===== config.mk =====
export PLATFORM = sky130hd
export DESIGN_NAME = dm_tx_streamer
export DESIGN_NICKNAME = d
export VERILOG_FILES = /design/src/rtl/dm_tx_streamer_pkg.sv /design/src/rtl/dm_tx_streamer_tx_fifo.sv /design/src/rtl/dm_tx_streamer.sv
export SDC_FILE = /design/constraint.sdc
export NUM_CORES = 1
export LEC_CHECK = 0
export ABC_CLOCK_PERIOD_IN_PS = 1810
export BUFFER_PORTS_ARGS = -buffer_cell sky130_fd_sc_hd__clkbuf_2
export CORE_MARGIN = 4
export CORE_UTILIZATION = 52
export DETAILED_ROUTE_END_ITERATION = 10
export PLACE_DENSITY = 0.86
export SLEW_MARGIN = 20
export SYNTH_ARGS = -nofsm -noshare
export SYNTH_HDL_FRONTEND = slang
export SYNTH_SLANG_ARGS = --single-unit

===== constraint.sdc =====
create_clock -name clk -period 1.81 [get_ports clk]
set_input_delay 0.181 -clock clk [delete_from_list [all_inputs] [get_ports clk]]
set_output_delay 0.181 -clock clk [all_outputs]
set_load 0.005 [all_outputs]

===== src/rtl/dm_tx_streamer_pkg.sv =====
// Shared constants and FSM state type for the data-memory TX streamer.
package dm_tx_streamer_pkg;

  localparam int unsigned TxDataW     = 32;  // two data-path words per memory word
  localparam int unsigned TxAddrW     = 8;   // data memory address width
  localparam int unsigned TxRdLat     = 2;   // BRAM read latency (HIGH_PERFORMANCE)
  localparam int unsigned TxFifoDepth = 4;   // output FIFO entries

  typedef enum logic [1:0] {
    StIdle,
    StIssue,
    StDrain,
    StFin
  } tx_state_e;

endpackage


===== src/rtl/dm_tx_streamer_tx_fifo.sv =====
// Small synchronous FIFO with first-word-fall-through head output.
module dm_tx_streamer_tx_fifo
  import dm_tx_streamer_pkg::*;
#(
  parameter int unsigned DATA_W = TxDataW,
  parameter int unsigned DEPTH  = TxFifoDepth
) (
  input  logic                         clk,
  input  logic                         rst_n,
  input  logic                         i_push,
  input  logic [DATA_W-1:0]            i_data,
  input  logic                         i_pop,
  output logic [DATA_W-1:0]            o_data,
  output logic [$clog2(DEPTH+1)-1:0]   o_count,
  output logic                         o_full,
  output logic                         o_empty
);

  localparam int unsigned PtrW = (DEPTH > 1) ? $clog2(DEPTH) : 1;
  localparam int unsigned CntW = $clog2(DEPTH + 1);

  logic [DATA_W-1:0] r_mem [DEPTH];
  logic [PtrW-1:0]   r_wr_ptr;
  logic [PtrW-1:0]   r_rd_ptr;
  logic [CntW-1:0]   r_count;
  logic              w_push_ok;
  logic              w_pop_ok;

  assign w_push_ok = i_push && !o_full;
  assign w_pop_ok  = i_pop && !o_empty;

  // Storage array; no reset needed since contents are only read when counted valid.
  always_ff @(posedge clk) begin
    if (w_push_ok) begin
      r_mem[r_wr_ptr] <= i_data;
    end
  end

  // Pointers and occupancy; a simultaneous push and pop leaves the count unchanged.
  always_ff @(posedge clk or negedge rst_n) begin
    if (!rst_n) begin
      r_wr_ptr <= '0;
      r_rd_ptr <= '0;
      r_count  <= '0;
    end else begin
      if (w_push_ok) begin
        r_wr_ptr <= (r_wr_ptr == PtrW'(DEPTH - 1)) ? '0 : r_wr_ptr + PtrW'(1);
      end
      if (w_pop_ok) begin
        r_rd_ptr <= (r_rd_ptr == PtrW'(DEPTH - 1)) ? '0 : r_rd_ptr + PtrW'(1);
      end
      unique case ({w_push_ok, w_pop_ok})
        2'b10:   r_count <= r_count + CntW'(1);
        2'b01:   r_count <= r_count - CntW'(1);
        default: r_count <= r_count;
      endcase
    end
  end

  // Head word and status flags.
  always_comb begin
    o_data  = r_mem[r_rd_ptr];
    o_count = r_count;
    o_empty = (r_count == '0);
    o_full  = (r_count == CntW'(DEPTH));
  end

endmodule


===== src/rtl/dm_tx_streamer.sv =====
// Reads a contiguous block from the data BRAM and streams it to the neighbouring PE
// over valid/ready. Read issue is credit-limited so the output FIFO can never overflow.
module dm_tx_streamer
  import dm_tx_streamer_pkg::*;
#(
  parameter int unsigned DATA_W     = TxDataW,
  parameter int unsigned ADDR_W     = TxAddrW,
  parameter int unsigned RD_LAT     = TxRdLat,
  parameter int unsigned FIFO_DEPTH = TxFifoDepth
) (
  input  logic              clk,
  input  logic              rst_n,
  input  logic              i_start,
  input  logic [ADDR_W-1:0] i_base_addr,
  input  logic [ADDR_W:0]   i_len,
  output logic              o_busy,
  output logic              o_done,
  output logic              o_mem_rden,
  output logic [ADDR_W-1:0] o_mem_raddr,
  input  logic [DATA_W-1:0] i_mem_rdata,
  output logic              o_tx_valid,
  output logic [DATA_W-1:0] o_tx_data,
  output logic              o_tx_last,
  input  logic              i_tx_ready
);

  localparam int unsigned CntW     = ADDR_W + 1;
  localparam int unsigned InflW    = $clog2(RD_LAT + 1);
  localparam int unsigned FifoCntW = $clog2(FIFO_DEPTH + 1);

  tx_state_e             r_state;
  tx_state_e             w_state_next;
  logic [ADDR_W-1:0]     r_rd_ptr;
  logic [CntW-1:0]       r_issue_cnt;
  logic [CntW-1:0]       r_send_cnt;
  logic [RD_LAT-1:0]     r_tags;

  logic [InflW-1:0]      w_inflight;
  logic [31:0]           w_credit_used;
  logic                  w_issue;
  logic                  w_pop;
  logic [DATA_W-1:0]     w_fifo_data;
  logic [FifoCntW-1:0]   w_fifo_count;
  logic                  w_fifo_full;
  logic                  w_fifo_empty;

  // Count reads still travelling through the BRAM pipeline.
  always_comb begin
    w_inflight = '0;
    for (int i = 0; i < RD_LAT; i++) begin
      w_inflight = w_inflight + InflW'(r_tags[i]);
    end
  end

  // Issue only when every outstanding read is guaranteed a FIFO slot on arrival.
  always_comb begin
    w_credit_used = 32'(w_inflight) + 32'(w_fifo_count);
    w_issue       = (r_state == StIssue) && (r_issue_cnt != '0) &&
                    (w_credit_used < FIFO_DEPTH) && !w_fifo_full;
    w_pop         = !w_fifo_empty && i_tx_ready;
  end

  // FSM state register.
  always_ff @(posedge clk or negedge rst_n) begin
    if (!rst_n) begin
      r_state <= StIdle;
    end else begin
      r_state <= w_state_next;
    end
  end

  // FSM next-state logic; start is only honoured in idle.
  always_comb begin
    w_state_next = r_state;
    unique case (r_state)
      StIdle: begin
        if (i_start) begin
          w_state_next = (i_len != '0) ? StIssue : StFin;
        end
      end
      StIssue: begin
        if (w_issue && (r_issue_cnt == CntW'(1))) begin
          w_state_next = StDrain;
        end
      end
      StDrain: begin
        if (w_pop && (r_send_cnt == CntW'(1))) begin
          w_state_next = StFin;
        end
      end
      StFin:   w_state_next = StIdle;
      default: w_state_next = StIdle;
    endcase
  end

  // Read pointer and word counters; the pointer wraps naturally at the memory size.
  always_ff @(posedge clk or negedge rst_n) begin
    if (!rst_n) begin
      r_rd_ptr    <= '0;
      r_issue_cnt <= '0;
      r_send_cnt  <= '0;
    end else if ((r_state == StIdle) && i_start) begin
      r_rd_ptr    <= i_base_addr;
      r_issue_cnt <= i_len;
      r_send_cnt  <= i_len;
    end else begin
      if (w_issue) begin
        r_rd_ptr    <= r_rd_ptr + ADDR_W'(1);
        r_issue_cnt <= r_issue_cnt - CntW'(1);
      end
      if (w_pop) begin
        r_send_cnt <= r_send_cnt - CntW'(1);
      end
    end
  end

  // Tag shift register: a tag leaving the last stage marks valid read data.
  always_ff @(posedge clk or negedge rst_n) begin
    if (!rst_n) begin
      r_tags <= '0;
    end else begin
      r_tags[0] <= w_issue;
      for (int i = 1; i < RD_LAT; i++) begin
        r_tags[i] <= r_tags[i-1];
      end
    end
  end

  dm_tx_streamer_tx_fifo #(
    .DATA_W (DATA_W),
    .DEPTH  (FIFO_DEPTH)
  ) u_tx_fifo (
    .clk     (clk),
    .rst_n   (rst_n),
    .i_push  (r_tags[RD_LAT-1]),
    .i_data  (i_mem_rdata),
    .i_pop   (w_pop),
    .o_data  (w_fifo_data),
    .o_count (w_fifo_count),
    .o_full  (w_fifo_full),
    .o_empty (w_fifo_empty)
  );

  // FSM and stream outputs; rden stays high while reads drain so the BRAM output stage advances.
  always_comb begin
    o_busy      = (r_state == StIssue) || (r_state == StDrain);
    o_done      = (r_state == StFin);
    o_mem_rden  = w_issue || (|r_tags);
    o_mem_raddr = r_rd_ptr;
    o_tx_valid  = !w_fifo_empty;
    o_tx_data   = w_fifo_data;
    o_tx_last   = !w_fifo_empty && (r_send_cnt == CntW'(1));
  end

endmodule


==> metrics.md <==
| Metric | Value |
|---|---|
| Gr busiest metal | `met2` |
| Violation count after the first detailed-route iteration | `between 400 and 500` |
| Final Net Count | `between 700 and 800` |
| FF-to-FF Start | `u_tx_fifo.o_count[0]` |
| Io pins | `just under 100` |
| Slew @ Worst Pin | `~0.51 ns` |
| Largest net degree at the start of global routing | `33` |
| Final Skew | `between 0.015 and 0.02 ns` |
| Largest area contributor in the netlist | `edfxtp_1` |
| Reg2reg end | `o_mem_raddr[7]` |
| Arrival @ worst endpoint | `slightly below 2 ns` |
| Crit path kind | `reg2out` |
| R2r setup slk | `-0.25 ns` |
| Placer congestion estimate | `between 0.9 and 1` |
| Die height | `between 100 and 150 um` |
| First-pass DRT Iterations | `5` |
| Core area | `13200 sq um` |
| Clock buffer depth | `2` |
| # Max-Cap Violations | `0` |
| Std-Cell Rows | `42` |
| R2R cell count | `8` |
| Max-slew headroom | `~66%` |
| Worst-Skew Late Latency | `0.43 ns` |
| Number of synthesized flops with an enable pin | `128` |
| Fmax | `0.460 GHz` |
| CTS tree | `built` |
| Hold crit path type | `in2reg` |
| Sink Count | `approximately 170` |
| Syn-to-layout area delta | `36.6%` |
| Core Util, Final | `72.5%` |
| Final min period | `2.17 ns` |
| # DRC | `0` |
| Final worst setup slack | `-0.363 ns` |
| RSZ-0062 raised after global routing | `true` |
| Top-area cell type share of the netlist area | `between 50% and 60%` |
| Final Cycle Share | `120%` |
| Power density cells | `roughly 1600 nW/um^2` |
| CP startpoint kind | `register` |
| Register area share after synthesis | `67.9%` |
| Worst Hold Endpoint | `o_mem_raddr[5]` |
| Hold Crit Start | `i_base_addr[5]` |
| Die area | `15400 sq um` |
| FF+latch count, synth | `165` |
| Share of cells above drive strength 1 | `approximately 45%` |
| Fill cell count | `815` |
| Critical Path RT | `1.63 ns` |
| Syn Area/Cell | `16.6 sq um` |
| Met1 Usage GRT | `between 20 and 30%` |
| Via density | `5.83` |
| H-tree depth | `4` |
| Root Buffer | `clkbuf_16` |
| Routed WL | `18.1 mm` |
| Vias in the first global route | `4808` |
| Synth top area cells | `edfxtp_1 55%, dfrtp_1 13%, mux4_2 10%` |
| Peak VDD IR | `0.955 mV` |
| Finish-stage setup viols | `52` |
| Pre-CTS WS | `-0.0689 ns` |
| Post-Syn Area | `7020 sq um` |
| Yosys warns | `0` |
| Total global routing overflow | `0` |
| WL per Instance | `22.2 um` |
| Via count | `4770` |
| All-Layer GR Usage | `22.6%` |
| Final hold vios | `0` |
| Port buffer count | `97` |
| Initial Util | `53.0%` |
| LEAKAGE | `3.64 nW` |
| Ant. Diodes | `0` |
| Antenna violations before repair | `0` |
| TritonCTS buffer count | `17` |
| Net Count, Synth | `495` |
| Die Wd | `124 um` |
| CP Max Fanout | `2` |
| DP Wirelength | `around 10 mm` |
| Mapped Cells | `423` |
| Final ANT Viol Nets | `0` |
| Failing checks | `negative setup slack` |
| Reg clk slew, reported paths | `0.06 ns` |
| Worst hold path depth | `3` |
| Grt met2 use | `a little under two fifths` |
| Met3 Track Usage GR | `6.23%` |
| Final Max Tran Viols | `0` |
| Async SR Flop Fraction | `22.4%` |
| Critical Path Sink Type | `primary output` |
| Synth cell types | `between 50 and 60` |
| Post-synth top flop | `edfxtp_1` |
| First-pass GRT wire length | `26.8 mm` |
| Outcome | `complete, but fails checks` |
## cells in the mapped netlist, types with 3 or more instances
library cell  count
nand2_1          12
clkbuf_8          4
and2_1            7
ha_1             18
and4_1            3
a31o_2            3
or3_1             3
mux4_2           32
nand3_1          10
buf_2             4
xnor2_1           3
a21oi_1          11
nor2_1           25
clkbuf_1          6
or4_1            10
and3_1            5
xor2_1            6
o21ai_0           9
nand4_1           5
o21ai_1           3
edfxtp_1        128
dfrtp_1          37
inv_1            15
a31oi_1          15
o31ai_1           6
nor3_1            7
## registers in the layout, indices dropped and copies added, names as in the netlist
name,cells
r_send_cnt,9
r_issue_cnt,9
u_tx_fifo.r_mem,128
r_state,2
o_mem_raddr,8
u_tx_fifo.r_wr_ptr,2
u_tx_fifo.o_count,3
u_tx_fifo.r_rd_ptr,2
r_tags,2
## report_power, final
| group | switching (mW) | total [mW] | internal (mW) |
|---|---|---|---|
| combinational | 3.05 | 6.48 | 3.43 |
| sequential | 0.648 | 5.57 | 4.92 |
| clock | 1.55 | 3.48 | 1.92 |
## placed cells by master (no fill, tap or decap), drive strengths merged, types with 2 or more instances in the layout
master | Yosys | layout
ha | 18 | 18
buf | 8 | 70
dlygate4sd3 | 0 | 34
clkinv | 1 | 6
edfxtp | 128 | 128
o31ai | 7 | 7
or4 | 10 | 10
nor3 | 9 | 9
mux2i | 2 | 2
and2 | 7 | 7
and3 | 5 | 5
a311oi | 2 | 2
a21oi | 12 | 12
nor2b | 3 | 3
nand3 | 10 | 10
xor2 | 6 | 6
inv | 17 | 24
clkinvlp | 0 | 2
nand4 | 5 | 5
nand2 | 12 | 12
o211ai | 2 | 2
o21ai | 12 | 12
a31oi | 15 | 15
nor2 | 26 | 26
a2111oi | 2 | 2
and4 | 3 | 3
mux4 | 32 | 32
or3 | 3 | 3
dfrtp | 37 | 37
clkbuf | 11 | 119
xnor2 | 3 | 3
a31o | 3 | 3
## through the flow
stage	setup TNS [ns]	cell area, sq um	std cells	power, mW	hold WS, ns
finish	-5.78	9600	818	15.5	0.0147
CTS	-5.89	9220	796	14.8	0.00158
floorplan	-0.135	7050	423	8.48	-0.115
detailed placement	-0.429	7990	715	10.5	0.169
global placement	0	7990	715	10.2	0.160
global route	-9.44	9600	818	16.3	0.00920
## worst max path at each step
stage                                    start                    to  slack, ns
after global routing      u_tx_fifo.o_count[0]            o_mem_rden      -0.45
after detailed placement  u_tx_fifo.o_count[0]  u_tx_fifo.o_count[2]      -0.07
final                     u_tx_fifo.o_count[0]            o_mem_rden      -0.36
after CTS                 u_tx_fifo.o_count[0]            o_mem_rden      -0.40
after global placement               r_tags[0]        r_issue_cnt[3]       0.01
after floorplan           u_tx_fifo.o_count[2]  u_tx_fifo.o_count[2]      -0.09
## routing by layer
layer / vias up / part of all wire [%]
li1: 2105 / -
met1: 2420 / 39
met5: - / 0
met3: 19 / 6.4
met2: 226 / 53
met4: 0 / 1.2
## critical path, stage by stage, from the launching register on
cell,delay (ns)
dfrtp_2,0.43
ha_4,0.28
a21oi_4,0.06
o211ai_4,0.21
buf_12,0.13
nor2_2,0.03
or3_1,0.30
clkbuf_2,0.12
## timing repair
| action | CTS | global route |
|---|---|---|
| hold buffers | 33 | 1 |
| resized for setup | 28 | 42 |
| buffers inserted | 12 | 19 |
| pin swaps | 18 | 32 |
| gates cloned | 4 | 5 |
| endpoints found under the hold margin | 143 | 4 |
| setup endpoints to repair | 45 | 116 |
## final cells by class
class	instances	area (sq um)	share of cell area, %
clock buffers	17	425	4.43
clock inverters	15	140	1.46
inverters	18	68.8	0.717
multi-input cells	221	2250	23.5
flip-flops and latches	165	4770	49.7
well taps	176	220	2.29
repair buffers	206	1710	17.9
## cell families after synthesis
logic type / Yosys count / share of synthesized area, %
AOI/OAI and AO/OA: 63 / 6.52
DFF: 165 / 67.9
buffers and inverters: 37 / 2.90
xor gates and xnor gates: 9 / 1.12
and+or+nand+nor: 96 / 7.52
adders and majority gates: 19 / 3.49
muxes: 34 / 10.5
(Power assumes the default switching activity.)
